`config.mk`:
```
export PLATFORM = sky130hd
export DESIGN_NAME = param_stack_unit
export DESIGN_NICKNAME = d
export VERILOG_FILES = /design/src/rtl/stack_pkg.sv /design/src/rtl/stack_regfile.sv /design/src/rtl/param_stack_unit.sv
export SDC_FILE = /design/constraint.sdc
export NUM_CORES = 1
export LEC_CHECK = 0
export ABC_AREA = 1
export CAP_MARGIN = 20
export CORE_AREA = 2 2 269 271
export DETAILED_ROUTE_END_ITERATION = 10
export DIE_AREA = 0 0 271 273
export PLACE_DENSITY = 0.48
export SETUP_SLACK_MARGIN = 0.5
export SLEW_MARGIN = 25
export SYNTH_ARGS = -nofsm -noshare
export SYNTH_HDL_FRONTEND = slang
export SYNTH_SLANG_ARGS = --single-unit
```
`constraint.sdc`:
```
create_clock -name clk -period 4.6 [get_ports clk]
set_input_delay 0.69 -clock clk [delete_from_list [all_inputs] [get_ports clk]]
set_output_delay 0.69 -clock clk [all_outputs]
set_load 0.01 [all_outputs]
```
`src/rtl/stack_pkg.sv`:
```
// Shared op encoding for the operand stack and its controller.
// Latency: n/a (constants only).
// Backpressure: n/a.
package stack_pkg;

  localparam int OP_W = 3;

  typedef logic [OP_W-1:0] op_t;

  localparam op_t STK_NOP    = 3'd0;
  localparam op_t STK_PUSH   = 3'd1;
  localparam op_t STK_POP    = 3'd2;
  localparam op_t STK_DUP    = 3'd3;
  localparam op_t STK_SWAP   = 3'd4;
  localparam op_t STK_REPL   = 3'd5;
  localparam op_t STK_REDUCE = 3'd6;
  localparam op_t STK_CLEAR  = 3'd7;

endpackage

```
`src/rtl/stack_regfile.sv`:
```
// DEPTH x WIDTH stack storage: three async read ports, a main write port and an exchange port.
// Latency: writes land on the rising edge; reads are combinational from registered storage.
// Backpressure: none; every enabled write is taken.
module stack_regfile #(
  parameter int WIDTH = 16,
  parameter int DEPTH = 16,
  parameter int AW    = $clog2(DEPTH)
) (
  input  logic             clk,
  input  logic             we,
  input  logic [AW-1:0]    waddr,
  input  logic [WIDTH-1:0] wdata,
  input  logic             xwe,
  input  logic [AW-1:0]    xaddr,
  input  logic [WIDTH-1:0] xdata,
  input  logic [AW-1:0]    raddr_top,
  input  logic [AW-1:0]    raddr_sec,
  input  logic [AW-1:0]    raddr_dup,
  output logic [WIDTH-1:0] rdata_top,
  output logic [WIDTH-1:0] rdata_sec,
  output logic [WIDTH-1:0] rdata_dup
);

  logic [WIDTH-1:0] mem [DEPTH];

  // Storage is deliberately not reset; the top level masks invalid entries.
  // The exchange port is only used by SWAP, which never targets the same entry as the main port.
  always_ff @(posedge clk) begin
    if (we)  mem[waddr] <= wdata;
    if (xwe) mem[xaddr] <= xdata;
  end

  assign rdata_top = mem[raddr_top];
  assign rdata_sec = mem[raddr_sec];
  assign rdata_dup = mem[raddr_dup];

endmodule

```
`src/rtl/param_stack_unit.sv`:
```
// Parametrised operand stack: one push/pop/dup/swap/repl/reduce/clear op per clock, sticky error flags.
// Latency: op sampled on the rising edge; top/second/count/op_ok reflect it right after that edge.
// Backpressure: none; illegal ops are rejected (no state change, op_ok=0) and flagged.
module param_stack_unit
  import stack_pkg::*;
#(
  parameter int WIDTH = 16,
  parameter int DEPTH = 16,
  parameter int IDX_W = 4
) (
  input  logic                       clk,
  input  logic                       reset,
  input  logic [OP_W-1:0]            op,
  input  logic [WIDTH-1:0]           din,
  input  logic [IDX_W-1:0]           dup_idx,
  output logic [WIDTH-1:0]           top,
  output logic [WIDTH-1:0]           second,
  output logic [$clog2(DEPTH):0]     count,
  output logic                       empty,
  output logic                       full,
  output logic                       overflow,
  output logic                       underflow,
  output logic                       op_ok
);

  localparam int AW = $clog2(DEPTH);
  localparam int CW = AW + 1;
  // Index arithmetic width wide enough for both count and dup_idx.
  localparam int XW = (CW > IDX_W) ? CW : IDX_W;

  logic [CW-1:0]    cnt, cnt_nxt;
  logic [XW-1:0]    cnt_x, idx_x;
  logic [AW-1:0]    a_top, a_sec, a_dup, a_new;
  logic [WIDTH-1:0] rd_top, rd_sec, rd_dup;
  logic             we, xwe, ok, set_ovf, set_unf, clr;
  logic [AW-1:0]    waddr;
  logic [WIDTH-1:0] wdata;

  assign cnt_x = XW'(cnt);
  assign idx_x = XW'(dup_idx);
  assign a_new = AW'(cnt);
  assign a_top = AW'(cnt - CW'(1));
  assign a_sec = AW'(cnt - CW'(2));
  assign a_dup = AW'(cnt_x - XW'(1) - idx_x);

  stack_regfile #(.WIDTH(WIDTH), .DEPTH(DEPTH), .AW(AW)) u_rf (
    .clk       (clk),
    .we        (we),
    .waddr     (waddr),
    .wdata     (wdata),
    .xwe       (xwe),
    .xaddr     (a_sec),
    .xdata     (rd_top),
    .raddr_top (a_top),
    .raddr_sec (a_sec),
    .raddr_dup (a_dup),
    .rdata_top (rd_top),
    .rdata_sec (rd_sec),
    .rdata_dup (rd_dup)
  );

  assign count  = cnt;
  assign empty  = (cnt == '0);
  assign full   = (cnt == CW'(DEPTH));
  assign top    = (cnt != '0)     ? rd_top : '0;
  assign second = (cnt >= CW'(2)) ? rd_sec : '0;

  // Legality decode, error classification and the write mux; all reads use pre-op storage.
  always_comb begin
    ok      = 1'b1;
    set_ovf = 1'b0;
    set_unf = 1'b0;
    clr     = 1'b0;
    we      = 1'b0;
    xwe     = 1'b0;
    waddr   = a_new;
    wdata   = din;
    cnt_nxt = cnt;
    case (op)
      STK_PUSH: begin
        if (full) begin
          ok = 1'b0; set_ovf = 1'b1;
        end else begin
          we = 1'b1; cnt_nxt = cnt + CW'(1);
        end
      end
      STK_POP: begin
        if (empty) begin
          ok = 1'b0; set_unf = 1'b1;
        end else begin
          cnt_nxt = cnt - CW'(1);
        end
      end
      STK_DUP: begin
        // Reaching below the bottom is an underflow even when the stack is also full.
        if (cnt_x <= idx_x) begin
          ok = 1'b0; set_unf = 1'b1;
        end else if (full) begin
          ok = 1'b0; set_ovf = 1'b1;
        end else begin
          we = 1'b1; wdata = rd_dup; cnt_nxt = cnt + CW'(1);
        end
      end
      STK_SWAP: begin
        if (cnt < CW'(2)) begin
          ok = 1'b0; set_unf = 1'b1;
        end else begin
          we = 1'b1; waddr = a_top; wdata = rd_sec; xwe = 1'b1;
        end
      end
      STK_REPL: begin
        if (empty) begin
          ok = 1'b0; set_unf = 1'b1;
        end else begin
          we = 1'b1; waddr = a_top;
        end
      end
      STK_REDUCE: begin
        if (cnt < CW'(2)) begin
          ok = 1'b0; set_unf = 1'b1;
        end else begin
          we = 1'b1; waddr = a_sec; cnt_nxt = cnt - CW'(1);
        end
      end
      STK_CLEAR: begin
        clr = 1'b1; cnt_nxt = '0;
      end
      default: ;
    endcase
  end

  // Occupancy, op status and sticky flags; CLEAR wins over flag retention.
  always_ff @(posedge clk or posedge reset) begin
    if (reset) begin
      cnt       <= '0;
      op_ok     <= 1'b1;
      overflow  <= 1'b0;
      underflow <= 1'b0;
    end else begin
      cnt       <= cnt_nxt;
      op_ok     <= ok;
      overflow  <= clr ? 1'b0 : (overflow  | set_ovf);
      underflow <= clr ? 1'b0 : (underflow | set_unf);
    end
  end

endmodule

```
---- Word-level counts from Yosys, hierarchy flattened ----
Memories as Yosys holds them, arrays and structs flattened.
Cells that the tools add are included.
operators by class
  $add $sub $neg .......................... 4
  magnitude comparators ................... 3
  equal/unequal tests ..................... 11
  muxes and demuxes ....................... 36
  bitwise operators ....................... 2
  reduce and logical (&&, ||, !) cells .... 6
operators by type and width
  cell                                                               number
  2-to-1 mux 16 bit                                                  5
  one-hot mux 16 bit (2 select lines)                                1
  one-hot mux 5 bit (5 select lines)                                 1
  2-to-1 mux 5 bit                                                   4
  2-to-1 mux 1 bit                                                   17
  == test 3 bit, second input constant                               4
  2-to-1 mux 4 bit                                                   3
  one-hot mux 4 bit (3 select lines)                                 1
  nonzero test 5 bit                                                 2
  one-hot mux 1 bit (4 select lines)                                 2
  == test 3 x 2 -> 1 bit, second input constant                      2
  inequality test 2 bit, second input constant                       3
  adder 5 x 1 -> 5 bit, second input constant                        1
  == test 5 bit, second input constant                               1
  greater-or-equal comparator 5 x 2 -> 1 bit, second input constant  1
  <= comparator 5 x 4 -> 1 bit                                       1
  logical NOT 5 bit                                                  1
  < comparator 5 x 2 -> 1 bit, second input constant                 1
  subtractor 5 x 1 -> 5 bit, second input constant                   1
  AND reduction 4 bit                                                1
  OR reduction 2 bit                                                 2
  subtractor 4 x 2 -> 4 bit, second input constant                   1
  subtractor 4 bit                                                   1
  == test 3 x 1 -> 1 bit, second input constant                      1
  3 further kinds                                                    4
storage, ports and cells
  bits in registers ....................... 8
  bits in writable memories ............... 256
  output and inout port bits .............. 42
  memories kept ........................... 1
memories
  memory    depth  bits a word  read ports  clocked after memory_dff  write ports  RTL line             source
  u_rf.mem  16     16           3           0                         2            stack_regfile.sv:24  logic [WIDTH-1:0] mem [DEPTH];

---- Longest topological paths before layout ----
  word-level depth ........................ 6
  depth in mapped cells ................... 24
  mapped depth without buffers ............ 18

---- Cells and area by module ----
A second synthesis with hierarchy kept.
unflattened totals
  cells, all modules ...................... 3302
  area, all modules ....................... 21142.8 µm²
modules (own cells, without submodules)
  module            instances  cells an instance  area each (µm²)  seq. area each (µm²)
  stack_regfile     1          2855               18771.8          7687.4
  param_stack_unit  1          447                2371.0           201.4

---- Least setup slack after synthesis ----
No wires, ideal clock.
  kind .................................... register to register
  from .................................... register cnt[1] (netlist: count[1])
  to ...................................... memory u_rf.mem[0][14], data pin
  arrival ................................. 3502 ps
  data required time ...................... 4348 ps
  setup slack ............................. 846 ps
  cell stages (with the launch flop) ...... 23
  buffers on the path ..................... 6
  period minus slack after synthesis ...... 3754 ps
  cell sequence ........................... dfrtp_1 inv_2 buf_2 buf_1 ha_1 buf_2 inv_1 clkbuf_1 ha_1 nand3_1 nand2_1 nand2_1 nand2_1 nand2_2 nand2_4 buf_6 nand2_1 nand3_1 nand2_1 nand3_2 buf_4 nand2_1 nand2_1
RTL lines
  item                    RTL line                 source
  start, declared         param_stack_unit.sv:31   logic [CW-1:0] cnt, cnt_nxt;
  start signal, assigned  param_stack_unit.sv:140  cnt <= cnt_nxt;
  end, declared           stack_regfile.sv:24

---- Worst setup path after layout ----
  from .................................... register cnt[0] (netlist: count[0])
  to ...................................... output top[1]
between the ends
  longest elaborated chain between the ends .. 3
RTL lines
  item                       RTL line                source
  subtractor 5 x 1 -> 5 bit  -
  memory read (16 x 16 bit)  -
  2-to-1 mux 16 bit *        param_stack_unit.sv:65  assign top = (cnt != '0) ? rd_top : '0;
  end, declared              param_stack_unit.sv:16  output logic [WIDTH-1:0] top,
Every way passes the cells marked *; elsewhere a longest branch is shown, timed or not.

==> results by group <==
Status
  • Status: complete, no violations

Logic synthesis
  • Synth async-reset ratio: under 10%
  • EDFF count, synth: about 260
  • Synth Cell Area: 21100 sq um
  • Yosys warning count: 0
  • Synth top area share: between 30% and 40%
  • Synth cell types: between 40 and 50
  • Main synth FF type: edfxtp_1
  • Area leader, netlist: edfxtp_1
  • Top cells by area, synth: edfxtp_1 (36%), nand2_1 (25%), o21ai_0 (6.8%)
  • Post-Syn Nets: 3226
  • Seq cells post-synth: between 200 and 300
  • Syn Inst Count: approximately 3200
  • Most common cell in the synthesized netlist: nand2_1
  • Syn Area/Cell: roughly 6.6 sq um
  • Synth cell count leaders: nand2_1 (1418), o21ai_0 (287), edfxtp_1 (256), a21oi_1 (211)
  • Sequential fraction of the synthesis area: between 30 and 40%

Routing
  • WL/cell: 25.2 um
  • Final ANT Viol Nets: 0
  • Via density: 5.43
  • Via count: roughly 23000
  • Routed WL: between 100 and 150 mm
  • Remaining DRCs: 0
  • Pre-antenna DRT Iters: 6
  • Initial DRC count: between 3000 and 4000

Clock network
  • Clk Latency, worst-skew pair: 0.57 ns
  • CTS sink count: ~260
  • Clock Path Buffers: 3
  • CTS tree: done
  • H-tree levels: 2
  • Cts hold-fix bufs: 0
  • CTS root buf: clkbuf_16
  • Clk slew on worst S/H paths: 0.06 ns
  • Num CTS Buffers: 35

Worst setup path
  • Crit path kind: register to primary output
  • Worst Reg-to-Reg Cells: 15
  • Crit end category: primary output
  • CP Launch Type: register
  • Crit Reg-Reg Startpoint: count[0]
  • Crit path max fanout: 30
  • CP required: approximately 3.9 ns
  • WP data arrival: 3.32 ns
  • Worst R2R Setup Slack: 0.73 ns
  • Reg-to-Reg End: u_rf.mem[13][4]

Global routing
  • Vias in the first global route: ~20000
  • Initial antenna violation count: 1
  • Gr ovfl total: 0
  • Pin count of the biggest net entering global routing: roughly 180
  • First-pass GRT wire length: between 100 and 150 mm
  • Total track usage: a little over a quarter

Floorplan
  • Die W: 271 um
  • Initial core utilization: about 30%
  • Num ports: 67
  • Floorplan core area: 71000 sq um
  • Die Area: between 70000 and 80000 sq um
  • Die Y: approximately 270 um
  • Rows: just under 100

Placement
  • Pre-CTS setup slack: approximately 0.27 ns
  • Hpwl dp: 62.1 mm
  • Port Buf Inserts: 66
  • Final GP Congestion: approximately 0.9

STA
  • Period Utilization, post-route: between 80% and 90%
  • Setup_tns: 0 ns
  • Setup violators final: 0
  • Max Slew Vio Count: 0
  • Worst slew pin tran: approximately 1.0 ns
  • Clock Skew: 0.0137 ns
  • Min cycle time layout: 4.01 ns
  • RSZ-0062 raised after global routing: no
  • Slew margin rel.: ~33%
  • Setup WS post-layout: 0.586 ns
  • Max frequency: about 0.25 GHz
  • Final hold viol count: 0

Min path
  • Min-Delay Path Class: input pin to async pin

Cells and area
  • Nets: between 3000 and 4000
  • Synth-to-Final Area Change: 14.2%
  • Layout cell share with drive strength beyond 1: between 9 and 10%

Run
  • Max Cap Violations: 0
-- cell usage in the layout, fill, tap and decap left out, types with 2 or more instances in the layout --
master	Yosys	final
a21oi_1	211	205
a21oi_2	6	12
a31oi_1	2	2
buf_12	0	10
buf_16	0	4
buf_4	19	99
buf_6	27	2
bufinv_16	0	2
clkbuf_1	45	9
clkbuf_16	0	39
clkdlybuf4s50_1	0	66
clkinv_1	1	11
clkinv_2	0	3
clkinvlp_4	0	2
dfrtp_1	7	4
dfrtp_4	0	2
edfxtp_1	256	256
ha_1	15	11
ha_2	0	2
ha_4	0	2
inv_1	209	206
inv_2	29	28
inv_4	2	2
nand2_1	1418	1417
nand2_2	26	27
nand3_1	209	208
nand3_2	13	10
nand3_4	1	5
nand4_1	2	2
nor2_1	120	118
nor2_2	13	15
nor2_4	12	12
o211ai_1	81	81
o21ai_0	287	286
o21ai_1	22	23
o22ai_1	2	2
xor2_1	2	2
-- routing by layer --
layer	vias to the layer above	wire length (um)	GRT usage, %
met1	10613	45500	38.5
met3	253	11000	5.15
met4	4	5000	12.8
li1	10367	-	-
met2	1345	43100	39.8
met5	-	90	0.706
-- kinds of logic (layout without fill, tap and decap cells) --
group,after synthesis,after routing,synth area share [%]
AOI/OAI and AO/OA,617,617,15.9
adders and majority gates,16,16,0.986
and+or+nand+nor,1818,1818,35.1
buffers and inverters,466,486,10.3
DFF,264,264,37.4
xor gates and xnor gates,4,4,0.238
other,0,1,0
-- critical path: stages (launching register included) --
cell	delay, ns
dfrtp_4	0.53
inv_6	0.15
ha_4	0.26
buf_4	0.18
clkbuf_16	0.22
a21oi_1	0.13
o21ai_0	0.10
nand3_1	0.10
o211ai_1	0.19
a21oi_2	0.28
clkdlybuf4s50_1	0.60
-- flip-flops by register name (all words and copies together), names as in the netlist --
register and flops:
u_rf.mem 256, count 5, op_ok 1, underflow 1
overflow 1
-- how the worst max path moves through the flow --
stage,start,to,slack [ns]
finish,count[0],top[1],0.59
global route,count[1],top[12],0.50
CTS,count[0],top[15],0.48
detailed placement,dup_idx[0],u_rf.mem[12][4],0.27
global placement,dup_idx[0],u_rf.mem[11][4],0.27
floorplan,count[1],u_rf.mem[0][14],0.85
-- metrics by stage --
step | util (%) | hold slack [ns] | instance area (sq um) | instances
after CTS | 33.7 | 0.377 | 23900 | 4148
after floorplan | - | 0.505 | 21100 | 3185
after global routing | 33.9 | 0.414 | 24100 | 4155
after detailed placement | 31.8 | 0.510 | 22600 | 4073
after global placement | 31.8 | 0.506 | 22600 | 4073
final | 33.9 | 0.374 | 24100 | 4156
-- final cells by class --
class / count / area [sq um]
well taps: 950 / 1190
repair buffers: 185 / 1830
multi-input cells: 2455 / 11100
clock inverters: 14 / 108
fillers: 7644 / 46900
clock buffers: 46 / 960
diodes: 1 / 2.50
inverters: 241 / 923
flip-flops and latches: 264 / 7900
-- what timing repair did --
action | in CTS | in global routing
pin swaps | 4 | 3
cloned | 1 | 2
endpoints found under the setup margin | 31 | 170
buffers inserted | 14 | 5
gates resized for setup | 17 | 12
Power is not shown: default switching activity piles up to over one toggle a cycle in this logic, so the estimate is an artifact.
